`src/rtl/tx_pkg.sv`:
```
// Shared types and default sizing for the transmit arbiter and its transmitter.
package tx_pkg;

  typedef enum logic [1:0] {
    IDLE      = 2'd0,
    ISSUE     = 2'd1,
    WAIT_DONE = 2'd2
  } arb_state_t;

  localparam int TX_D    = 8;
  localparam int TX_NREQ = 4;

endpackage

```
`src/rtl/rr_select.sv`:
```
// Round-robin winner select: rotate eligibility so ptr sits at bit 0, take the
// lowest set bit, then rotate the index back.
module rr_select #(
  parameter int NREQ = 4,
  parameter int IW   = $clog2(NREQ)
) (
  input  logic [NREQ-1:0] elig,
  input  logic [IW-1:0]   ptr,
  output logic            any,
  output logic [IW-1:0]   idx,
  output logic [NREQ-1:0] onehot
);

  localparam logic [IW:0] NREQ_W = NREQ[IW:0];

  logic [2*NREQ-1:0] dbl;
  logic [NREQ-1:0]   rot;
  logic [IW-1:0]     off;
  logic [IW:0]       sum;
  logic              found;

  always_comb begin
    dbl    = {elig, elig} >> ptr;
    rot    = dbl[NREQ-1:0];
    any    = |elig;
    off    = '0;
    found  = 1'b0;
    for (int i = 0; i < NREQ; i++) begin
      if (!found && rot[i]) begin
        off   = i[IW-1:0];
        found = 1'b1;
      end
    end
    sum = {1'b0, ptr} + {1'b0, off};
    if (sum >= NREQ_W) sum = sum - NREQ_W;
    idx    = sum[IW-1:0];
    onehot = '0;
    if (any) onehot[idx] = 1'b1;
  end

endmodule

```
`src/rtl/tx_arbiter.sv`:
```
// Round-robin arbiter sharing one serial transmitter among NREQ byte requesters;
// latches the winner's byte and sequences the send/rdy handshake.
module tx_arbiter
  import tx_pkg::*;
#(
  parameter int NREQ = TX_NREQ,
  parameter int D    = TX_D,
  parameter int IW   = $clog2(NREQ)
) (
  input  logic              clk,
  input  logic              reset,
  input  logic [NREQ-1:0]   req,
  input  logic [NREQ*D-1:0] req_data,
  input  logic [NREQ-1:0]   req_mask,
  output logic [NREQ-1:0]   grant,
  input  logic              tx_rdy,
  output logic              tx_send,
  output logic [D-1:0]      tx_data,
  output logic              busy,
  output logic [IW-1:0]     owner,
  output logic [1:0]        dbg_state,
  output logic [IW-1:0]     dbg_ptr
);

  localparam logic [IW-1:0] LAST = IW'(NREQ - 1);

  // Handshake with the transmitter: tx_send is held high until the transmitter
  // signals acceptance by dropping tx_rdy; the frame is finished when tx_rdy
  // returns high, and only then may the next byte be granted.
  arb_state_t       state_q;
  logic [IW-1:0]    ptr_q;
  logic [NREQ-1:0]  grant_q;
  logic             send_q;
  logic [D-1:0]     data_q;
  logic             busy_q;
  logic [IW-1:0]    owner_q;

  logic [NREQ-1:0]  elig;
  logic             sel_any;
  logic [IW-1:0]    sel_idx;
  logic [NREQ-1:0]  sel_onehot;
  logic [D-1:0]     win_data;

  assign elig     = req & req_mask;
  assign win_data = req_data[int'(sel_idx)*D +: D];

  rr_select #(.NREQ(NREQ), .IW(IW)) u_sel (
    .elig   (elig),
    .ptr    (ptr_q),
    .any    (sel_any),
    .idx    (sel_idx),
    .onehot (sel_onehot)
  );

  always_ff @(posedge clk) begin
    if (!reset) begin
      state_q <= IDLE;
      ptr_q   <= '0;
      grant_q <= '0;
      send_q  <= 1'b0;
      data_q  <= '0;
      busy_q  <= 1'b0;
      owner_q <= '0;
    end else begin
      grant_q <= '0;
      case (state_q)
        IDLE: begin
          if (tx_rdy && sel_any) begin
            grant_q <= sel_onehot;
            data_q  <= win_data;
            owner_q <= sel_idx;
            send_q  <= 1'b1;
            busy_q  <= 1'b1;
            state_q <= ISSUE;
          end
        end
        ISSUE: begin
          if (!tx_rdy) begin
            send_q  <= 1'b0;
            state_q <= WAIT_DONE;
          end
        end
        WAIT_DONE: begin
          // data_q is untouched here: the transmitter reads it bit by bit all frame.
          if (tx_rdy) begin
            busy_q  <= 1'b0;
            ptr_q   <= (owner_q == LAST) ? '0 : owner_q + 1'b1;
            state_q <= IDLE;
          end
        end
        default: begin
          send_q  <= 1'b0;
          busy_q  <= 1'b0;
          state_q <= IDLE;
        end
      endcase
    end
  end

  assign grant     = grant_q;
  assign tx_send   = send_q;
  assign tx_data   = data_q;
  assign busy      = busy_q;
  assign owner     = owner_q;
  assign dbg_state = state_q;
  assign dbg_ptr   = ptr_q;

endmodule

```
`config.mk`:
```
export PLATFORM = sky130hd
export DESIGN_NAME = tx_arbiter
export DESIGN_NICKNAME = d
export VERILOG_FILES = /design/src/rtl/tx_pkg.sv /design/src/rtl/rr_select.sv /design/src/rtl/tx_arbiter.sv
export SDC_FILE = /design/constraint.sdc
export NUM_CORES = 1
export LEC_CHECK = 0
export CAP_MARGIN = 20
export CORE_MARGIN = 2
export CORE_UTILIZATION = 44
export CTS_CLUSTER_SIZE = 14
export DETAILED_ROUTE_END_ITERATION = 10
export HOLD_SLACK_MARGIN = 0.08
export PLACE_DENSITY = 0.95
export REMOVE_ABC_BUFFERS = 1
export SYNTH_ARGS = -nofsm -noshare
export SYNTH_HDL_FRONTEND = slang
export SYNTH_SLANG_ARGS = --single-unit
export TNS_END_PERCENT = 1
```
`constraint.sdc`:
```
create_clock -name clk -period 5.3 [get_ports clk]
set_input_delay 0.53 -clock clk [delete_from_list [all_inputs] [get_ports clk]]
set_output_delay 0.53 -clock clk [all_outputs]
set_load 0.02 [all_outputs]
```
## Yosys cells after proc, flatten, opt, wreduce, memory -nomap -nowiden

Cells that the tools add are included.

- Add/sub/neg operators: 3
- $mul: 0
- Div/mod/pow operators: 0
- Magnitude comparators: 3
- Eq/ne operators: 6
- Shift-type cells: 2
- Multiplexer cells: 19
- Bitwise operators: 3
- Reductions and logical operators: 16

Operators with widths:

| kind | count |
|---|---|
| variable part select 32 x 6 -> 8 bit | 1 |
| two-way mux 2 bit | 7 |
| AND reduction 3 bit | 3 |
| two-way mux 1 bit | 8 |
| >> shifter 8 x 2 -> 4 bit | 1 |
| != test 2 bit, second input constant | 3 |
| case mux 1 bit (3 select lines) | 2 |
| case mux 2 bit (3 select lines) | 1 |
| logical AND 1 bit | 5 |
| AND 4 bit | 1 |
| equality test 2 bit, second input constant | 2 |
| AND reduction 2 bit | 2 |
| AND reduction 4 bit | 1 |
| OR reduction 4 bit | 1 |
| adder 2 x 2 -> 3 bit | 1 |
| greater-or-equal comparator 3 bit, second input constant | 1 |
| logical NOT 1 bit | 3 |
| less-than comparator 2 x 3 -> 1 bit, second input constant | 1 |
| adder 2 x 1 -> 2 bit, second input constant | 1 |
| demux 1 bit (select 2 bit) | 1 |
| equality test 2 x 1 -> 1 bit, second input constant | 1 |
| greater-or-equal comparator 2 x 1 -> 1 bit, second input constant | 1 |
| logical NOT 2 bit | 1 |
| NOT 1 bit | 2 |
| subtractor 2 x 1 -> 2 bit, second input constant | 1 |

- Flip-flop bits (word level): 20
- Bits in latches: 0
- Bits in writable memories: 0
- Memory bits (read-only): 0
- Output and inout bits: 20
- Word-level logic and storage cells: 59
- Memories: 0

## Longest topological paths before layout

- Depth in word-level cells: 19
- Gate-level depth with buffers: 13

## Cells and area by module

A second synthesis with hierarchy kept.

- Cells, all modules: 117
- Area total of the unflattened synthesis: 1,219.9 µm²

Modules (own cells, without submodules):

| module | instances | cells each | area each (µm²) | sequential area each (µm²) |
|---|---|---|---|---|
| tx_arbiter | 1 | 77 | 942.2 | 400.4 |
| rr_select | 1 | 40 | 277.8 | 0.0 |

## Worst setup path before layout

No wires, ideal clock.

- Path kind: reg2reg
- Start: register ptr_q[0] (netlist: dbg_ptr[0])
- End: register data_q[0] (netlist: tx_data[0])
- Arrival time: 2.269 ns
- Required time: 5.162 ns
- Slack: 2.894 ns
- Cell stages (with the launch flop): 12
- Buffers on the path: 2
- Cells stage by stage: dfxtp_1 > buf_6 > nand3_1 > o21ai_0 > a21oi_1 > a21oi_1 > o32ai_1 > ha_1 > clkbuf_1 > mux2_2 > nand3_1 > o211ai_2

- Longest elaborated chain between the ends: 15
- Elaborated cells between the ends (all ways): 18
- Classes of those cells: add/sub: 2; order compare: 1; shift: 2; mux: 7; reduce/logical: 6

Ends and longest elaborated chain:

| element | RTL line | source |
|---|---|---|
| start: declaration | tx_arbiter.sv:31 | `logic [IW-1:0] ptr_q;` |
| start signal: assignment | tx_arbiter.sv:87 | `ptr_q <= (owner_q == LAST) ? '0 : owner_q + 1'b1;` |
| >> shifter 8 x 2 -> 4 bit | rr_select.sv:23 | `dbl = {elig, elig} >> ptr;` |
| two-way mux 1 bit | rr_select.sv:29 | `if (!found && rot[i]) begin` |
| logical NOT 1 bit | rr_select.sv:29 |  |
| logical AND 1 bit | rr_select.sv:29 |  |
| two-way mux 1 bit | rr_select.sv:29 |  |
| logical NOT 1 bit | rr_select.sv:29 |  |
| logical AND 1 bit | rr_select.sv:29 |  |
| two-way mux 1 bit | rr_select.sv:29 |  |
| logical NOT 1 bit | rr_select.sv:29 |  |
| logical AND 1 bit | rr_select.sv:29 |  |
| two-way mux 2 bit | rr_select.sv:29 |  |
| adder 2 x 2 -> 3 bit * | rr_select.sv:34 | `sum = {1'b0, ptr} + {1'b0, off};` |
| greater-or-equal comparator 3 bit / subtractor 2 x 1 -> 2 bit (equally long branches) | rr_select.sv:35 | `if (sum >= NREQ_W) sum = sum - NREQ_W;` |
| two-way mux 2 bit * | rr_select.sv:35 |  |
| named net sel_idx[0] | tx_arbiter.sv:40 | `logic [IW-1:0] sel_idx;` |
| variable part select 32 x 6 -> 8 bit * | tx_arbiter.sv:45 | `assign win_data = req_data[int'(sel_idx)*D +: D];` |
| end signal: assignment | tx_arbiter.sv:70 | `data_q <= win_data;` |
| end: declaration | tx_arbiter.sv:34 | `logic [D-1:0] data_q;` |

The timed path passes the listed nets; every way through them passes the cells marked *.
A chain may end at the register's enable or synchronous reset.

## Worst setup path in the final report

- Start: input req[0]
- End: register data_q[6] (netlist: tx_data[6])

- Longest elaborated chain between the ends: 16
- Elaborated cells between the ends (all ways): 22
- Classes of those cells: add/sub: 2; order compare: 1; shift: 2; mux: 7; bitwise: 1; reduce/logical: 9

Ends and longest elaborated chain:

| element | RTL line | source |
|---|---|---|
| start: declaration | tx_arbiter.sv:12 | `input logic [NREQ-1:0] req,` |
| AND 4 bit * | tx_arbiter.sv:44 | `assign elig = req & req_mask;` |
| >> shifter 8 x 2 -> 4 bit * | rr_select.sv:23 |  |
| two-way mux 1 bit | rr_select.sv:29 |  |
| logical NOT 1 bit | rr_select.sv:29 |  |
| logical AND 1 bit | rr_select.sv:29 |  |
| two-way mux 1 bit | rr_select.sv:29 |  |
| logical NOT 1 bit | rr_select.sv:29 |  |
| logical AND 1 bit | rr_select.sv:29 |  |
| two-way mux 1 bit | rr_select.sv:29 |  |
| logical NOT 1 bit | rr_select.sv:29 |  |
| logical AND 1 bit | rr_select.sv:29 |  |
| two-way mux 2 bit * | rr_select.sv:29 |  |
| adder 2 x 2 -> 3 bit * | rr_select.sv:34 |  |
| greater-or-equal comparator 3 bit / subtractor 2 x 1 -> 2 bit (equally long branches) | rr_select.sv:35 |  |
| two-way mux 2 bit * | rr_select.sv:35 |  |
| named net sel_idx[0] | tx_arbiter.sv:40 |  |
| variable part select 32 x 6 -> 8 bit * | tx_arbiter.sv:45 |  |

Marked as above.

==> impl_metrics.env <==
export IMPL_post_cts_setup_buffers=0
export IMPL_syn_avg_cell_area_sq_um=9.00
export IMPL_p_int_w=0.000319
export IMPL_yosysSeqAreaShare_pct=30.3
export IMPL_max_cap_viol_count=0
export IMPL_clock_latency_ps=310
export IMPL_synth_top_area_share_pct=30.3
export IMPL_clkSinkCount=20
export IMPL_cts_root_buf="clkbuf_4"
export IMPL_drc=4
export IMPL_grt_pass1_vias=1456
export IMPL_synthCells=147
export IMPL_min_path_type="flip-flop to flip-flop"
export IMPL_p_comb_share_pct=34.2
export IMPL_rsz0062_at_grt="false"
export IMPL_peakVddDrop_mv=0.315
export IMPL_layout_setup_ws_ps=2160
export IMPL_yosys_warnings=0
export IMPL_clk_path_buf_depth=2
export IMPL_via_count=1395
export IMPL_gp_congestion=0.822
export IMPL_p_leak_nw=0.713
export IMPL_track_usage_pct=23.6
export IMPL_drtPass1Iterations=7
export IMPL_wl_per_cell_um=16.2
export IMPL_grt_start_max_net_pins=22
export IMPL_worstHoldStart="busy$_SDFFE_PN0P_"
export IMPL_crit_type="input pin to flip-flop"
export IMPL_synth_area_leader_cell="dfxtp_1"
export IMPL_n_antenna_cell=0
export IMPL_status="finished, violations left"
export IMPL_async_flop_share_pct=0
export IMPL_yosys_most_used_dff="dfxtp_1"
export IMPL_cts_resized=0
export IMPL_drt_total_wl_um=3790
export IMPL_r2r_end="tx_data[6]$_SDFFE_PN0P_"
export IMPL_cts_buffers=3
export IMPL_slew_viol_final=0
export IMPL_rr_startpoint="dbg_ptr[0]$_SDFFE_PN0P_"
export IMPL_rows=19
export IMPL_finalHoldViolations=0
export IMPL_skew_ps=1.00
export IMPL_placed_cell_area_sq_um=1920
export IMPL_period_minus_slack_ps=3140
export IMPL_place_ws_ps=1860
export IMPL_core_area_sq_um=2810
export IMPL_yosysMostFrequentCell="dfxtp_1"
export IMPL_die_area_sq_um=3460
export IMPL_syn2layout_area_growth_pct=49.2
export IMPL_cp_required_ps=5490
export IMPL_regToRegSetupSlack_ps=2370
export IMPL_ios=63
export IMPL_hold_depth=2
export IMPL_ys_seq_elements=20
export IMPL_cts_hold_buf=0
export IMPL_finalSetupTns_ps=0
export IMPL_worstSetupStartpointType="input pin"
export IMPL_worst_pin_slew_ps=1010
export IMPL_fill_cells=230
export IMPL_drive_gt1_share_pct=13.4
export IMPL_die_w_um=58.8
export IMPL_rr_worst_depth=10
export IMPL_ys_top_cells_by_area="dfxtp_1 (30%), o211ai_2 (7.6%), nand3_1 (7.2%)"
export IMPL_cts_max_level=1
export IMPL_drtIter0Drc=72
export IMPL_p_per_area_nw_per_um2=230
export IMPL_ys_top_cells_by_count="dfxtp_1 (20), nand3_1 (19), nand2_1 (10), nor3_1 (10), mux2i_1 (9)"
export IMPL_p_sw_w=0.000134
export IMPL_antenna_found_initial=0
export IMPL_cts_tree="yes"
export IMPL_grt_overflow=0
export IMPL_cp_end_kind="flip-flop"
export IMPL_grt_pass1_wl_um=6350
export IMPL_antenna_left=0
export IMPL_p_seq_share_pct=37.7
export IMPL_fmax_mhz=319
export IMPL_vias_per_cell=5.99
export IMPL_cp_arrival_ps=3330
export IMPL_synth_edf_count=0
export IMPL_crit_fanout=21
export IMPL_hold_end="busy$_SDFFE_PN0P_"
export IMPL_setup_viol=0
export IMPL_finalNetCount=248
export IMPL_io_buffers=62
export IMPL_die_y_um=58.8
export IMPL_syn_area_sq_um=1320
export IMPL_maxSlewHeadroom_pct=32.9
export IMPL_clkTransAtPathRegs_ps=120
export IMPL_violations="design-rule violations"
export IMPL_hpwl_um=2740
export IMPL_initial_utilization_pct=47.1
export IMPL_switching_share_pct=29.6
export IMPL_fin_crit_sh_pct=59.2
export IMPL_design_area_sq_um=1970
export IMPL_total_power_w=0.000453
export IMPL_power_share_clock_pct=28.1
export IMPL_ys_types=36
==> metal layers <==
layer	wire (um)	GRT usage (%)	up-vias
li1	-	-	678
met1	1520	26.3	644
met2	1950	43.0	67
met3	283	6.15	6
met4	36	7.79	0
met5	0	0	-
==> power groups by stage <==
| stage | Clock [W] | Combinational, W | Sequential (W) |
|---|---|---|---|
| 3_3_place_gp | 0 | 0.000148 | 0.000173 |
| 5_1_grt | 0.000136 | 0.000166 | 0.000172 |
| 3_5_place_dp | 0 | 0.000154 | 0.000174 |
| 2_1_floorplan | 0 | 0.0000670 | 0.000186 |
| 6_report | 0.000127 | 0.000155 | 0.000171 |
| 4_1_cts | 0.000129 | 0.000154 | 0.000171 |
==> flip-flops by register name, indices dropped and copies added (netlist names) <==
name / count
tx_data: 8
grant: 4
dbg_ptr: 2
dbg_state: 2
owner: 2
busy: 1
tx_send: 1
==> through the flow <==
step | std cells | util, % | hold WS, ps
4_1_cts | 233 | 70.3 | 491
3_5_place_dp | 229 | 68.5 | 474
5_1_grt | 233 | 70.3 | 507
3_3_place_gp | 229 | 68.5 | 446
6_report | 233 | 70.3 | 480
2_1_floorplan | 136 | - | 533
==> worst max-delay path by stage <==
stage	startpoint	endpoint	slack (ps)
floorplan	dbg_ptr[0]$_SDFFE_PN0P_	grant[1]$_SDFF_PN0_	2750
global placement	req[0]	tx_data[7]$_SDFFE_PN0P_	2110
detailed placement	req[0]	tx_data[1]$_SDFFE_PN0P_	1860
CTS	req[0]	tx_data[6]$_SDFFE_PN0P_	2220
global route	req_mask[0]	tx_data[1]$_SDFFE_PN0P_	1850
finish	req[0]	tx_data[6]$_SDFFE_PN0P_	2160
==> cell type report <==
cell class / instances / area [sq um] / share of cell area (%)
clock buffers: 3 / 22.5 / 1.14
inverters: 3 / 11.3 / 0.571
multi-input cells: 113 / 850 / 43.1
flip-flops and latches: 20 / 400 / 20.3
clock inverters: 1 / 30.0 / 1.52
well taps: 31 / 38.8 / 1.97
repair buffers: 62 / 621 / 31.5
==> critical path, stage by stage <==
cell	delay (ps)
clkdlybuf4s50_1	520
nand2_1	100
o21ai_0	260
a21oi_1	70
a21oi_1	170
o32ai_1	120
ha_1	870
mux2i_1	300
nor3_1	70
o311ai_0	160
o211ai_2	150
==> cells by family after synthesis <==
kind of cell,after synthesis,synth area share [%]
adders and majority gates,2,1.89
buffers and inverters,14,5.96
muxes,17,13.6
and+or+nand+nor,54,21.9
DFF,20,30.3
AOI/OAI and AO/OA,39,25.6
xor gates and xnor gates,1,0.662
==> layout by cell type (no fill, tap or decap) <==
cell / netlist / final
a2111o_1: 1 / 1
xnor2_1: 1 / 1
nand3b_1: 3 / 3
o211ai_2: 8 / 8
nor2_1: 5 / 5
a311oi_2: 0 / 1
bufinv_16: 0 / 1
a311o_1: 1 / 1
clkbuf_4: 0 / 3
mux2i_1: 9 / 9
nand3_1: 19 / 19
nand3_2: 2 / 2
o211a_1: 1 / 1
clkdlybuf4s50_1: 0 / 62
o21ai_0: 3 / 3
a211oi_1: 1 / 1
a22oi_1: 1 / 1
nor3_1: 10 / 10
nor3b_1: 1 / 1
o21a_1: 2 / 2
o2111a_1: 1 / 1
inv_1: 3 / 3
o31a_4: 1 / 1
nor3_2: 1 / 1
nand2b_1: 1 / 1
ha_1: 2 / 2
and4_2: 1 / 1
dfxtp_1: 20 / 20
nand2_1: 10 / 10
mux2_2: 8 / 8
o311ai_0: 8 / 8
nor3b_2: 1 / 1
a21oi_1: 8 / 8
o32ai_1: 1 / 1
a31oi_1: 1 / 1
Note: power is estimated with default switching activity, not from simulation.
